**src/rtl/accum_alu_seq.sv**
```systemverilog
// Accumulator calculator: single-cycle ADD/SUB/CLR ops plus iterative
// shift-add multiply and restoring divide, behind a START/BUSY/DONE handshake.
module accum_alu_seq #(
    parameter int WIDTH = 16
) (
    input  logic               CLK,
    input  logic               RST,
    input  logic [WIDTH-1:0]   IN1,
    input  logic [3:0]         OP,
    input  logic               START,
    output logic               BUSY,
    output logic               DONE,
    output logic [2*WIDTH-1:0] OUT,
    output logic [1:0]         ERR
);

    localparam int DW = 2 * WIDTH;
    localparam int CW = (WIDTH > 1) ? $clog2(WIDTH) : 1;

    localparam logic [3:0] OP_NOP   = 4'b0000;
    localparam logic [3:0] OP_CLR   = 4'b0001;
    localparam logic [3:0] OP_ADD   = 4'b0010;
    localparam logic [3:0] OP_SUB   = 4'b0011;
    localparam logic [3:0] OP_MUL   = 4'b0100;
    localparam logic [3:0] OP_DIV   = 4'b0101;
    localparam logic [3:0] OP_MOD   = 4'b0110;
    localparam logic [3:0] OP_RESET = 4'b1111;

    typedef enum logic [1:0] {
        IDLE     = 2'd0,
        MUL_ITER = 2'd1,
        DIV_ITER = 2'd2
    } state_t;

    state_t          state_q, state_d;
    logic [DW-1:0]   out_q, out_d;
    logic [1:0]      err_q, err_d;
    logic            done_q, done_d;
    logic [CW-1:0]   cnt_q, cnt_d;
    logic [3:0]      op_q, op_d;
    logic [DW-1:0]   mcand_q, mcand_d;
    logic [WIDTH-1:0] mplier_q, mplier_d;
    logic [DW-1:0]   prod_q, prod_d;
    logic [WIDTH-1:0] quo_q, quo_d;
    logic [WIDTH-1:0] divisor_q, divisor_d;
    logic [WIDTH-1:0] rem_q, rem_d;

    logic [WIDTH-1:0] fbk;
    logic             lastIter;
    logic [DW-1:0]    prodStep;
    logic [WIDTH:0]   remShift;
    logic             remGeq;
    logic [WIDTH-1:0] remDiff;
    logic [WIDTH-1:0] remNext;
    logic [WIDTH-1:0] quoNext;

    assign fbk      = out_q[WIDTH-1:0];
    assign lastIter = (cnt_q == CW'(WIDTH - 1));

    // One iteration of the shift-add multiplier and the restoring divider.
    always_comb begin
        prodStep = prod_q + (mplier_q[0] ? mcand_q : '0);
        remShift = {rem_q, quo_q[WIDTH-1]};
        remGeq   = (remShift >= {1'b0, divisor_q});
        // When the trial subtraction succeeds the true difference is below
        // the divisor, so the low WIDTH bits hold it exactly.
        remDiff  = remShift[WIDTH-1:0] - divisor_q;
        remNext  = remGeq ? remDiff : remShift[WIDTH-1:0];
        quoNext  = {quo_q[WIDTH-2:0], remGeq};
    end

    // Next-state logic: accept requests in IDLE, iterate in MUL/DIV, write back.
    always_comb begin
        state_d   = state_q;
        out_d     = out_q;
        err_d     = err_q;
        done_d    = 1'b0;
        cnt_d     = cnt_q;
        op_d      = op_q;
        mcand_d   = mcand_q;
        mplier_d  = mplier_q;
        prod_d    = prod_q;
        quo_d     = quo_q;
        divisor_d = divisor_q;
        rem_d     = rem_q;

        unique case (state_q)
            IDLE: begin
                if (START) begin
                    op_d   = OP;
                    cnt_d  = '0;
                    err_d  = 2'b00;
                    done_d = 1'b1;
                    case (OP)
                        OP_NOP: out_d = out_q;
                        OP_CLR: out_d = '0;
                        OP_ADD: out_d = {{WIDTH{1'b0}}, IN1} + {{WIDTH{1'b0}}, fbk};
                        OP_SUB: begin
                            out_d = {{WIDTH{1'b0}}, IN1} - {{WIDTH{1'b0}}, fbk};
                            err_d = {1'b0, (IN1 < fbk)};
                        end
                        OP_MUL: begin
                            done_d   = 1'b0;
                            err_d    = err_q;
                            mcand_d  = {{WIDTH{1'b0}}, IN1};
                            mplier_d = fbk;
                            prod_d   = '0;
                            state_d  = MUL_ITER;
                        end
                        OP_DIV, OP_MOD: begin
                            if (fbk == '0) begin
                                out_d = '0;
                                err_d = 2'b10;
                            end else begin
                                done_d    = 1'b0;
                                err_d     = err_q;
                                quo_d     = IN1;
                                divisor_d = fbk;
                                rem_d     = '0;
                                state_d   = DIV_ITER;
                            end
                        end
                        OP_RESET: out_d = '0;
                        default:  out_d = '0;
                    endcase
                end
            end

            MUL_ITER: begin
                mcand_d  = mcand_q << 1;
                mplier_d = mplier_q >> 1;
                prod_d   = prodStep;
                cnt_d    = cnt_q + 1'b1;
                if (lastIter) begin
                    out_d   = prodStep;
                    err_d   = 2'b00;
                    done_d  = 1'b1;
                    state_d = IDLE;
                end
            end

            DIV_ITER: begin
                rem_d = remNext;
                quo_d = quoNext;
                cnt_d = cnt_q + 1'b1;
                if (lastIter) begin
                    out_d   = (op_q == OP_MOD) ? {{WIDTH{1'b0}}, remNext}
                                               : {{WIDTH{1'b0}}, quoNext};
                    err_d   = 2'b00;
                    done_d  = 1'b1;
                    state_d = IDLE;
                end
            end

            default: state_d = IDLE;
        endcase
    end

    // State register with synchronous reset that aborts any iteration.
    always_ff @(posedge CLK) begin
        if (RST) begin
            state_q   <= IDLE;
            out_q     <= '0;
            err_q     <= 2'b00;
            done_q    <= 1'b0;
            cnt_q     <= '0;
            op_q      <= OP_NOP;
            mcand_q   <= '0;
            mplier_q  <= '0;
            prod_q    <= '0;
            quo_q     <= '0;
            divisor_q <= '0;
            rem_q     <= '0;
        end else begin
            state_q   <= state_d;
            out_q     <= out_d;
            err_q     <= err_d;
            done_q    <= done_d;
            cnt_q     <= cnt_d;
            op_q      <= op_d;
            mcand_q   <= mcand_d;
            mplier_q  <= mplier_d;
            prod_q    <= prod_d;
            quo_q     <= quo_d;
            divisor_q <= divisor_d;
            rem_q     <= rem_d;
        end
    end

    assign BUSY = (state_q != IDLE);
    assign DONE = done_q;
    assign OUT  = out_q;
    assign ERR  = err_q;

endmodule

```
**config.mk**
```make
export PLATFORM = sky130hd
export DESIGN_NAME = accum_alu_seq
export DESIGN_NICKNAME = d
export VERILOG_FILES = /design/src/rtl/accum_alu_seq.sv
export SDC_FILE = /design/constraint.sdc
export NUM_CORES = 1
export LEC_CHECK = 0
export ABC_AREA = 1
export BUFFER_PORTS_ARGS = -buffer_cell sky130_fd_sc_hd__buf_2
export CORE_MARGIN = 1
export CORE_UTILIZATION = 55
export DETAILED_ROUTE_END_ITERATION = 7
export PLACE_DENSITY = 0.72
export SETUP_SLACK_MARGIN = 0.2
export SKIP_LAST_GASP = 1
export SYNTH_ARGS = -nofsm -noshare
export SYNTH_HDL_FRONTEND = slang
export SYNTH_SLANG_ARGS = --single-unit
```
**constraint.sdc**
```tcl
create_clock -name CLK -period 6.3 [get_ports CLK]
set_input_delay 1.89 -clock CLK [delete_from_list [all_inputs] [get_ports CLK]]
set_output_delay 1.89 -clock CLK [all_outputs]
set_load 0.01 [all_outputs]
```
Yosys cells after proc, flatten, opt, wreduce, memory -nomap -nowiden
Cells that the tools add are included.
- bits in registers: 173
- bits of input ports: 23
- output and inout port bits: 36
- multiplexer cells: 42
- add/sub/neg operators: 5
- eq/ne operators: 21
- bitwise operators: 1
- reduce and logical (&&, ||, !) cells: 19
- magnitude comparators: 2
- operators with widths (cell ; number):
    $mux W32 ; 9
    $mux W16 ; 10
    $pmux W32 S2 ; 2
    $pmux W32 S4 ; 1
    $pmux W16 S2 ; 3
    $pmux W32 S3 ; 1
    $add A32 B32 Y32 ; 1
    $add A16 B16 Y17 ; 1
    $ge A17 B16 Y1 ; 1
    $sub A16 B16 Y17 ; 1
    $eq A4 B3 Y1 const B ; 4
    $logic_not A16 Y1 ; 1
    $lt A16 B16 Y1 ; 1
    $sub A16 B16 Y16 ; 1
    $ne A2 B2 Y1 const B ; 6
    $pmux W2 S2 ; 3
    $reduce_and A4 Y1 ; 3
    $mux W2 ; 5
    $eq A4 B2 Y1 const B ; 2
    $pmux W4 S2 ; 1
    $reduce_bool A2 Y1 ; 4
    $ne A2 B1 Y1 const B ; 3
    $ne A3 B3 Y1 const B ; 2
    $pmux W2 S3 ; 1
    17 further kinds ; 23

Longest topological paths before layout
Gate-level depths: netlist of the first run.
- depth after elaboration: 5
- mapped depth: 21
- depth with buffers taken out: 19

Worst setup path after synthesis of the first run
Ideal clock, no wire load.
- path type: input -> register
- start point: input port IN1[0]
- end point: register out_q[21], in the netlist OUT[21]
- stages on the path: 14
- library setup time: 0.119 ns
- slack: 2.714 ns
- arrival: 3.466 ns
- data required time: 6.181 ns
- path through: inv_1 > ha_1 > fa_1 > inv_1 > nand2_1 > nand3_1 > nand2_1 > nand2_1 > nand3_1 > nand3_1 > nor2_2 > nor2_4 > buf_6 > a21oi_1
- longest elaborated chain between the ends: 4
- ends and longest elaborated chain (element ; line ; source):
    start, declared ; 8 ; input logic [WIDTH-1:0] IN1,
    $sub A16 B16 Y17 ; 99 ; out_d = {{WIDTH{1'b0}}, IN1} - {{WIDTH{1'b0}}, fbk};
    $pmux W32 S4 ; 94 ; case (OP)
    $mux W32 ; 89 ; if (START) begin
    $pmux W32 S3 ; 87 ; unique case (state_q)
    end signal, assigned ; 176 ; out_q <= out_d;
    end, declared ; 36 ; logic [DW-1:0] out_q, out_d;
No other way between the ends. The select of a mux whose other input is x is not followed.
A chain may end at the register's enable or synchronous reset.

Worst setup path after layout of the first run
- start point: input port OP[0]
- end point: register prod_q[1]
- longest elaborated chain between the ends: 3
- ends and longest elaborated chain (element ; line ; source):
    start, declared ; 9 ; input logic [3:0] OP,
    $eq A4 B3 Y1 ; 94 ;
    $ne A2 B1 Y1 (no line) ; -- ;
    $reduce_and A3 Y1 (no line) ; -- ;
    end signal, assigned ; 183 ; prod_q <= prod_d;
    end, declared ; 43 ; logic [DW-1:0] prod_q, prod_d;
No other way between the ends.

==> results of run 1 <==
[synthesized netlist by cell type (all sizes together), types with 2 or more instances]
cell type and number:
o21bai 10, dfxtp 173, xor2 6, a21oi 232
nand3b 14, a21boi 5, ha 84, xnor2 5
or2 10, o21ai 205, nand3 128, and3 3
nor2 143, clkbuf 43, a31oi 33, nand2 609
a211oi 2, inv 260, a21o 2, o21a 5
nand4 27, fa 4, nor3 21, buf 50
clkinv 4, nor4 3
[cell type report]
cell class,instances,area [sq um]
Fill cell,2268,8970
Multi-Input combinational cell,1556,8040
Sequential cell,173,3460
Inverter,264,995
Clock buffer,17,425
Tap cell,313,392
Timing Repair Buffer,71,388
Clock inverter,15,170
[cells by family (layout without fill, tap and decap cells)]
kind of cell,count (synthesis),count (layout)
compound gates,497,497
xor+xnor,11,11
fa+ha+maj,88,88
buf+inv,357,367
flops,173,173
simple gates,960,960
[through the flow]
| step | area, sq um | std cells | power, W | hold WS, ps | worst slack (ps) |
|---|---|---|---|---|---|
| 2_1_floorplan | 13000 | 2086 | 0.00391 | 435 | 2710 |
| 3_3_place_gp | 13300 | 2377 | 0.00459 | 453 | 2080 |
| 3_5_place_dp | 13300 | 2377 | 0.00463 | 459 | 2060 |
| 4_1_cts | 13900 | 2409 | 0.00573 | 470 | 2510 |
| 5_1_grt | 13900 | 2409 | 0.00620 | 492 | 2190 |
| 6_report | 13900 | 2409 | 0.00578 | 465 | 2460 |
[power by group]
part	internal [W]	switching, W	total (W)
Combinational	0.000954	0.00222	0.00317
Sequential	0.00131	0.000209	0.00152
Clock	0.000570	0.000518	0.00109
Total	0.00283	0.00294	0.00578
[final timing paths]
kind                                   start                    endpoint  slack [ps]  cells past startpoint
hold / removal    divisor_q[13]$_SDFFE_PP0P_  divisor_q[13]$_SDFFE_PP0P_         470                      2
hold reg to reg   divisor_q[13]$_SDFFE_PP0P_  divisor_q[13]$_SDFFE_PP0P_         470                      2
setup reg to reg     state_q[1]$_SDFFE_PP0P_      prod_q[1]$_SDFFE_PP0P_        2770                      9
setup / recovery                       OP[0]      prod_q[1]$_SDFFE_PP0P_        2460                     12
[routing by layer]
| metal | global-route usage [%] | share of wire (%) | vias up |
|---|---|---|---|
| met4 | 9.76 | 2.0 | 0 |
| met2 | 52.9 | 43 | 534 |
| li1 | - | - | 6795 |
| met5 | 0 | 0 | - |
| met1 | 49.3 | 46 | 6245 |
| met3 | 5.74 | 8.6 | 58 |
[flip-flops by register name, indices dropped and copies added, names as in the netlist]
register   flops
divisor_q     16
prod_q        32
mplier_q      16
mcand_q       32
rem_q         16
DONE           1
cnt_q          4
quo_q         16
op_q           4
state_q        2
ERR            2
OUT           32
[worst reg2reg max path: cells and delay by family, from the launching register on]
kind	cells	cell delay (ps)
DFF	1	340
buffers and inverters	5	1920
adders and majority gates	1	160
AOI/OAI and AO/OA	3	980
[placed cells by master (no fill, tap or decap), types with 10 or more instances in the layout]
cell type	instances
nand2_1	592
inv_1	249
a21oi_1	221
o21ai_0	190
dfxtp_1	173
nor2_1	135
nand3_1	124
ha_1	83
buf_2	58
a31oi_1	33
nand4_1	27
nor3_1	19
clkbuf_16	17
nand3b_1	14
nand2_2	13
buf_4	13
inv_2	10
o21bai_1	10
==> out/metrics.yaml, run 1 <==
initial_utilization_pct: 56.7
drive_gt1_share_pct: 8.44
n_antenna_cell: 0
hold_viol: 0
yosysTopAreaCell: "dfxtp_1"
cp.required_ps: 6610
dr.pass1.iters: 6
synthesis.area_sq_um: 13000
fin_crit_ps: 3840
dieArea_sq_um: 24200
clk_pin_slew_ps: 80
avgSynthCellArea_sq_um: 6.21
cts_buffers: 17
crit_family: "buffers and inverters"
start_kind: "input port"
synth_area_leaders: "dfxtp_1, nand2_1, a21oi_1, ha_1, o21ai_0"
path_cells: "buf_2, nor2_2, inv_2, nor2_1, inv_2, nor2_1, nand2_1, o21ai_4, buf_4, inv_2, o21ai_0, a21oi_1"
synth-simple-area-share_pct: 31.7
nets: 2194
grt_max_degree: 92
wire_per_inst_um: 17.0
slew_headroom_pct: 34.1
synth_top_area_share_pct: 26.7
post-route-util_pct: 60.7
cts_setup_buffers: 0
rows: 55
port_buffers: 58
ioPinCount: 59
vdd_drop_max_mv: 0.475
synth_top_family_by_area: "simple AND/OR/NAND/NOR gates"
core_area_sq_um: 22800
cap_violations: 0
cts_tree: "yes"
synth_edf_count: 0
drtAntennaViolNets: 0
setup_viol: 0
synth_adder_area_share_pct: 8.73
ys_warn_count: 0
routed_wl_um: 40900
endpoint_kind: "flip-flop"
skew_ps: 18.8
critical_path_buf_inv_count: 5
criticalPathCategory: "input port to flip-flop"
synth-compound-area-share_pct: 20.7
vias_per_cell: 5.66
rsz0062_at_grt: "false"
clockBufferDepth: 2
synth_nets: 2197
crit_path_frequent_cell: "inv_2"
dp_hpwl_um: 30200
ys_seq_area_share_pct: 26.7
ys_ff_latch: 173
setup_tns_ps: 0
route.detailed.drc: 0
p_per_area_nw_per_um2: 416
drtIter0Drc: 1381
post-route-period-util_pct: 60.9
slowest_stage: "buf_4"
clock_latency_ps: 440
die_w_um: 155
antenna_found_initial: 0
crit_fanout: 49
synth-async-reset-ratio_pct: 0
max_freq_mhz: 261
cts_resized: 0
finalMaxSlewViolations: 0
synthXorXnorAreaFrac_pct: 0.744
critPathMaxStageDelay_ps: 520
p_leak_nw: 6.63
area_growth_syn_to_layout_pct: 7.11
outcome: "completed"
track_usage_pct: 34.4
max_slew.worst_pin.slew_ps: 987
cp.arrival_ps: 4150
htreeDepth: 4
synth_flop_cell: "dfxtp_1"
grt_pass1_vias: 12500
clock-sinks: 173
grt_pass1_wl_um: 65500
overflow: 0
place_congestion: 0.982
yosysUniqueCellTypes: 52
hold_class: "flip-flop to flip-flop"
cts_root_buffer: "clkbuf_16"
holdBufCountCts: 0
routed-via-count: 13600
synthMuxAreaShare_pct: 0
syn-instance-count: 2086
die_h_um: 155
Note: power is estimated with default switching activity, not from simulation.
==> inputs of run 2 (changes only) <==
--- a/config.mk
+++ b/config.mk
@@ -5,12 +5,12 @@
 export SDC_FILE = /design/constraint.sdc
 export NUM_CORES = 1
 export LEC_CHECK = 0
-export ABC_AREA = 1
+export ABC_AREA = 0
 export BUFFER_PORTS_ARGS = -buffer_cell sky130_fd_sc_hd__buf_2
 export CORE_MARGIN = 1
 export CORE_UTILIZATION = 55
 export DETAILED_ROUTE_END_ITERATION = 7
-export PLACE_DENSITY = 0.72
+export PLACE_DENSITY = 0.73
 export SETUP_SLACK_MARGIN = 0.2
 export SKIP_LAST_GASP = 1
 export SYNTH_ARGS = -nofsm -noshare
==> constraint.sdc (replaced) <==
create_clock -name CLK -period 3.6 [get_ports CLK]
set_input_delay 1.08 -clock CLK [delete_from_list [all_inputs] [get_ports CLK]]
set_output_delay 1.08 -clock CLK [all_outputs]
set_load 0.01 [all_outputs]
==> run 2 against run 1 <==
Effect of this change:
- clock power increased by 70%
- power is 33% higher
- synthesized cell count decreased by 27%
- clock skew shrank 3.8 ps
- design area down 3.4%
==> out/metrics.yaml, run 2 <==
path_cells: "and2_1, ha_2, inv_1, fa_1, nor2b_2, o211ai_1, a211oi_2, o211ai_1, and4_1, o211ai_1, xnor2_2, a2111oi_2"
place_congestion: 1.01
crit_path_frequent_cell: "o211ai_1"
cap_violations: 0
layoutNonFillerInstCount: 1876
outcome: "completed"
grt_pass1_wl_um: 60800
overflow: 0
slew_headroom_pct: 53.0
cts_buffers: 17
crit_fanout: 3
port_buffers: 58
antenna_found_initial: 0
clockBufferDepth: 2
synth_edf_count: 0
cts_root_buffer: "clkbuf_16"
wire_per_inst_um: 20.8
post-route-util_pct: 63.3
post-route-period-util_pct: 92.4
dieArea_sq_um: 22400
cp.arrival_ps: 3670
initial_utilization_pct: 56.6
p_per_area_nw_per_um2: 574
synth_area_leaders: "dfxtp_1, ha_1, a21oi_1, nor2_1, mux2i_1"
criticalPathCategory: "flip-flop to flip-flop"
core_area_sq_um: 21200
drtAntennaViolNets: 0
synth-async-reset-ratio_pct: 0
slowest_stage: "fa_1"
placed_cells: 1841
cp.required_ps: 3950
clk_pin_slew_ps: 80
dr.pass1.iters: 5
start_kind: "flip-flop"
ys_warn_count: 0
synth_nets: 1643
clock-sinks: 173
hold_class: "flip-flop to flip-flop"
vdd_drop_max_mv: 0.339
drive_gt1_share_pct: 13.0
track_usage_pct: 35.4
yosysTopAreaCell: "dfxtp_1"
n_antenna_cell: 0
synth_top_area_share_pct: 28.9
netlist_top_cells_count: "dfxtp_1, nor2_1, a21oi_1"
dp_hpwl_um: 28700
worst_hold_slack_ps: 456
ys_seq_area_share_pct: 28.9
ys_ff_latch: 173
avgSynthCellArea_sq_um: 7.81
routed-via-count: 12000
finalMaxSlewViolations: 0
max_freq_mhz: 301
clock_latency_ps: 450
drtIter0Drc: 1185
nets: 1699
grt_max_degree: 60
die_h_um: 150
routed_wl_um: 38900
layout_common_cells: "dfxtp_1, nor2_1, a21oi_1, nand2_1, ha_1"
synth.most_common_cell: "dfxtp_1"
hold_viol: 0
final_common_cell: "dfxtp_1"
setup_viol: 0
p_leak_nw: 5.28
synth_flop_cell: "dfxtp_1"
max_slew.worst_pin.slew_ps: 702
fin_crit_ps: 3330
endpoint_kind: "flip-flop"
route.detailed.drc: 0
rsz0062_at_grt: "true"
syn-instance-count: 1532
yosysUniqueCellTypes: 86
die_w_um: 150
p_total_w: 0.00770
cts_tree: "yes"
rows: 53
grt_pass1_vias: 10900
htreeDepth: 4
synthesis.area_sq_um: 12000
critPathMaxStageDelay_ps: 420
vias_per_cell: 6.37
ioPinCount: 59
skew_ps: 15.0
area_growth_syn_to_layout_pct: 11.9
run 2: kinds of logic after synthesis:
group,synth area share (%)
AND/OR/NAND/NOR,21.4
AO/OA/AOI/OAI,26.3
flip-flops,28.9
buffers and inverters,5.72
adder cells (fa/ha/maj),9.45
multiplexers,4.96
XOR/XNOR,3.22
run 2: cell type report:
class	instances	area [sq um]
clock buffers	17	425
fillers	1896	7750
flip-flops and latches	173	3460
multi-input cells	1195	7890
inverters	70	263
well taps	275	344
repair buffers	131	870
clock inverters	15	148
run 2: worst paths after layout:
kind                            cells after the start                       start                         end  slack [ps]
worst max-delay path                               12     mcand_q[0]$_SDFFE_PP0P_        OUT[24]$_SDFFE_PP0P_         270
worst min-delay path                                2  divisor_q[15]$_SDFFE_PP0P_  divisor_q[15]$_SDFFE_PP0P_         460
worst max register to register                     12     mcand_q[0]$_SDFFE_PP0P_        OUT[24]$_SDFFE_PP0P_         270
worst min register to register                      2  divisor_q[15]$_SDFFE_PP0P_  divisor_q[15]$_SDFFE_PP0P_         460
run 2: through the flow:
stage | area (sq um) | setup slack [ps] | TNS (ps)
after detailed placement | 12800 | -87.7 | -167
final | 13400 | 275 | 0
after global routing | 13400 | 130 | 0
after global placement | 12800 | -64.2 | -64.2
after CTS | 13400 | 285 | 0
after floorplan | 12000 | 327 | 0
run 2: power by group:
part | internal (W) | leakage, nW | switching (W)
Sequential | 0.00214 | 1.40 | 0.000241
Clock | 0.000922 | 0.273 | 0.000927
Combinational | 0.00126 | 3.60 | 0.00221
run 2: what timing repair did:
item                                   in CTS  in global routing
endpoints found under the hold margin       0                  0
setup endpoints to repair                   2                  7
hold buffers                                0                  0
pin swaps                                   0                  5
gates resized for setup                     1                  8
setup buffers                               0                  3
run 2: metal layers:
layer  global-route usage [%]  vias up  wire length (um)
li1                         -     5689                 -
met1                     47.8     5665             16700
met5                        0        -                 0
met4                     16.0        0              1540
met2                     54.4      501             17200
met3                     6.55       99              3470
run 2: worst max-delay path: cells and delay by family (launching register included):
family	cells	cell delay (ps)
AO/OA/AOI/OAI	5	1480
adder cells (fa/ha/maj)	2	630
AND/OR/NAND/NOR	3	560
flip-flops	1	360
XOR/XNOR	1	140
buffers and inverters	1	50
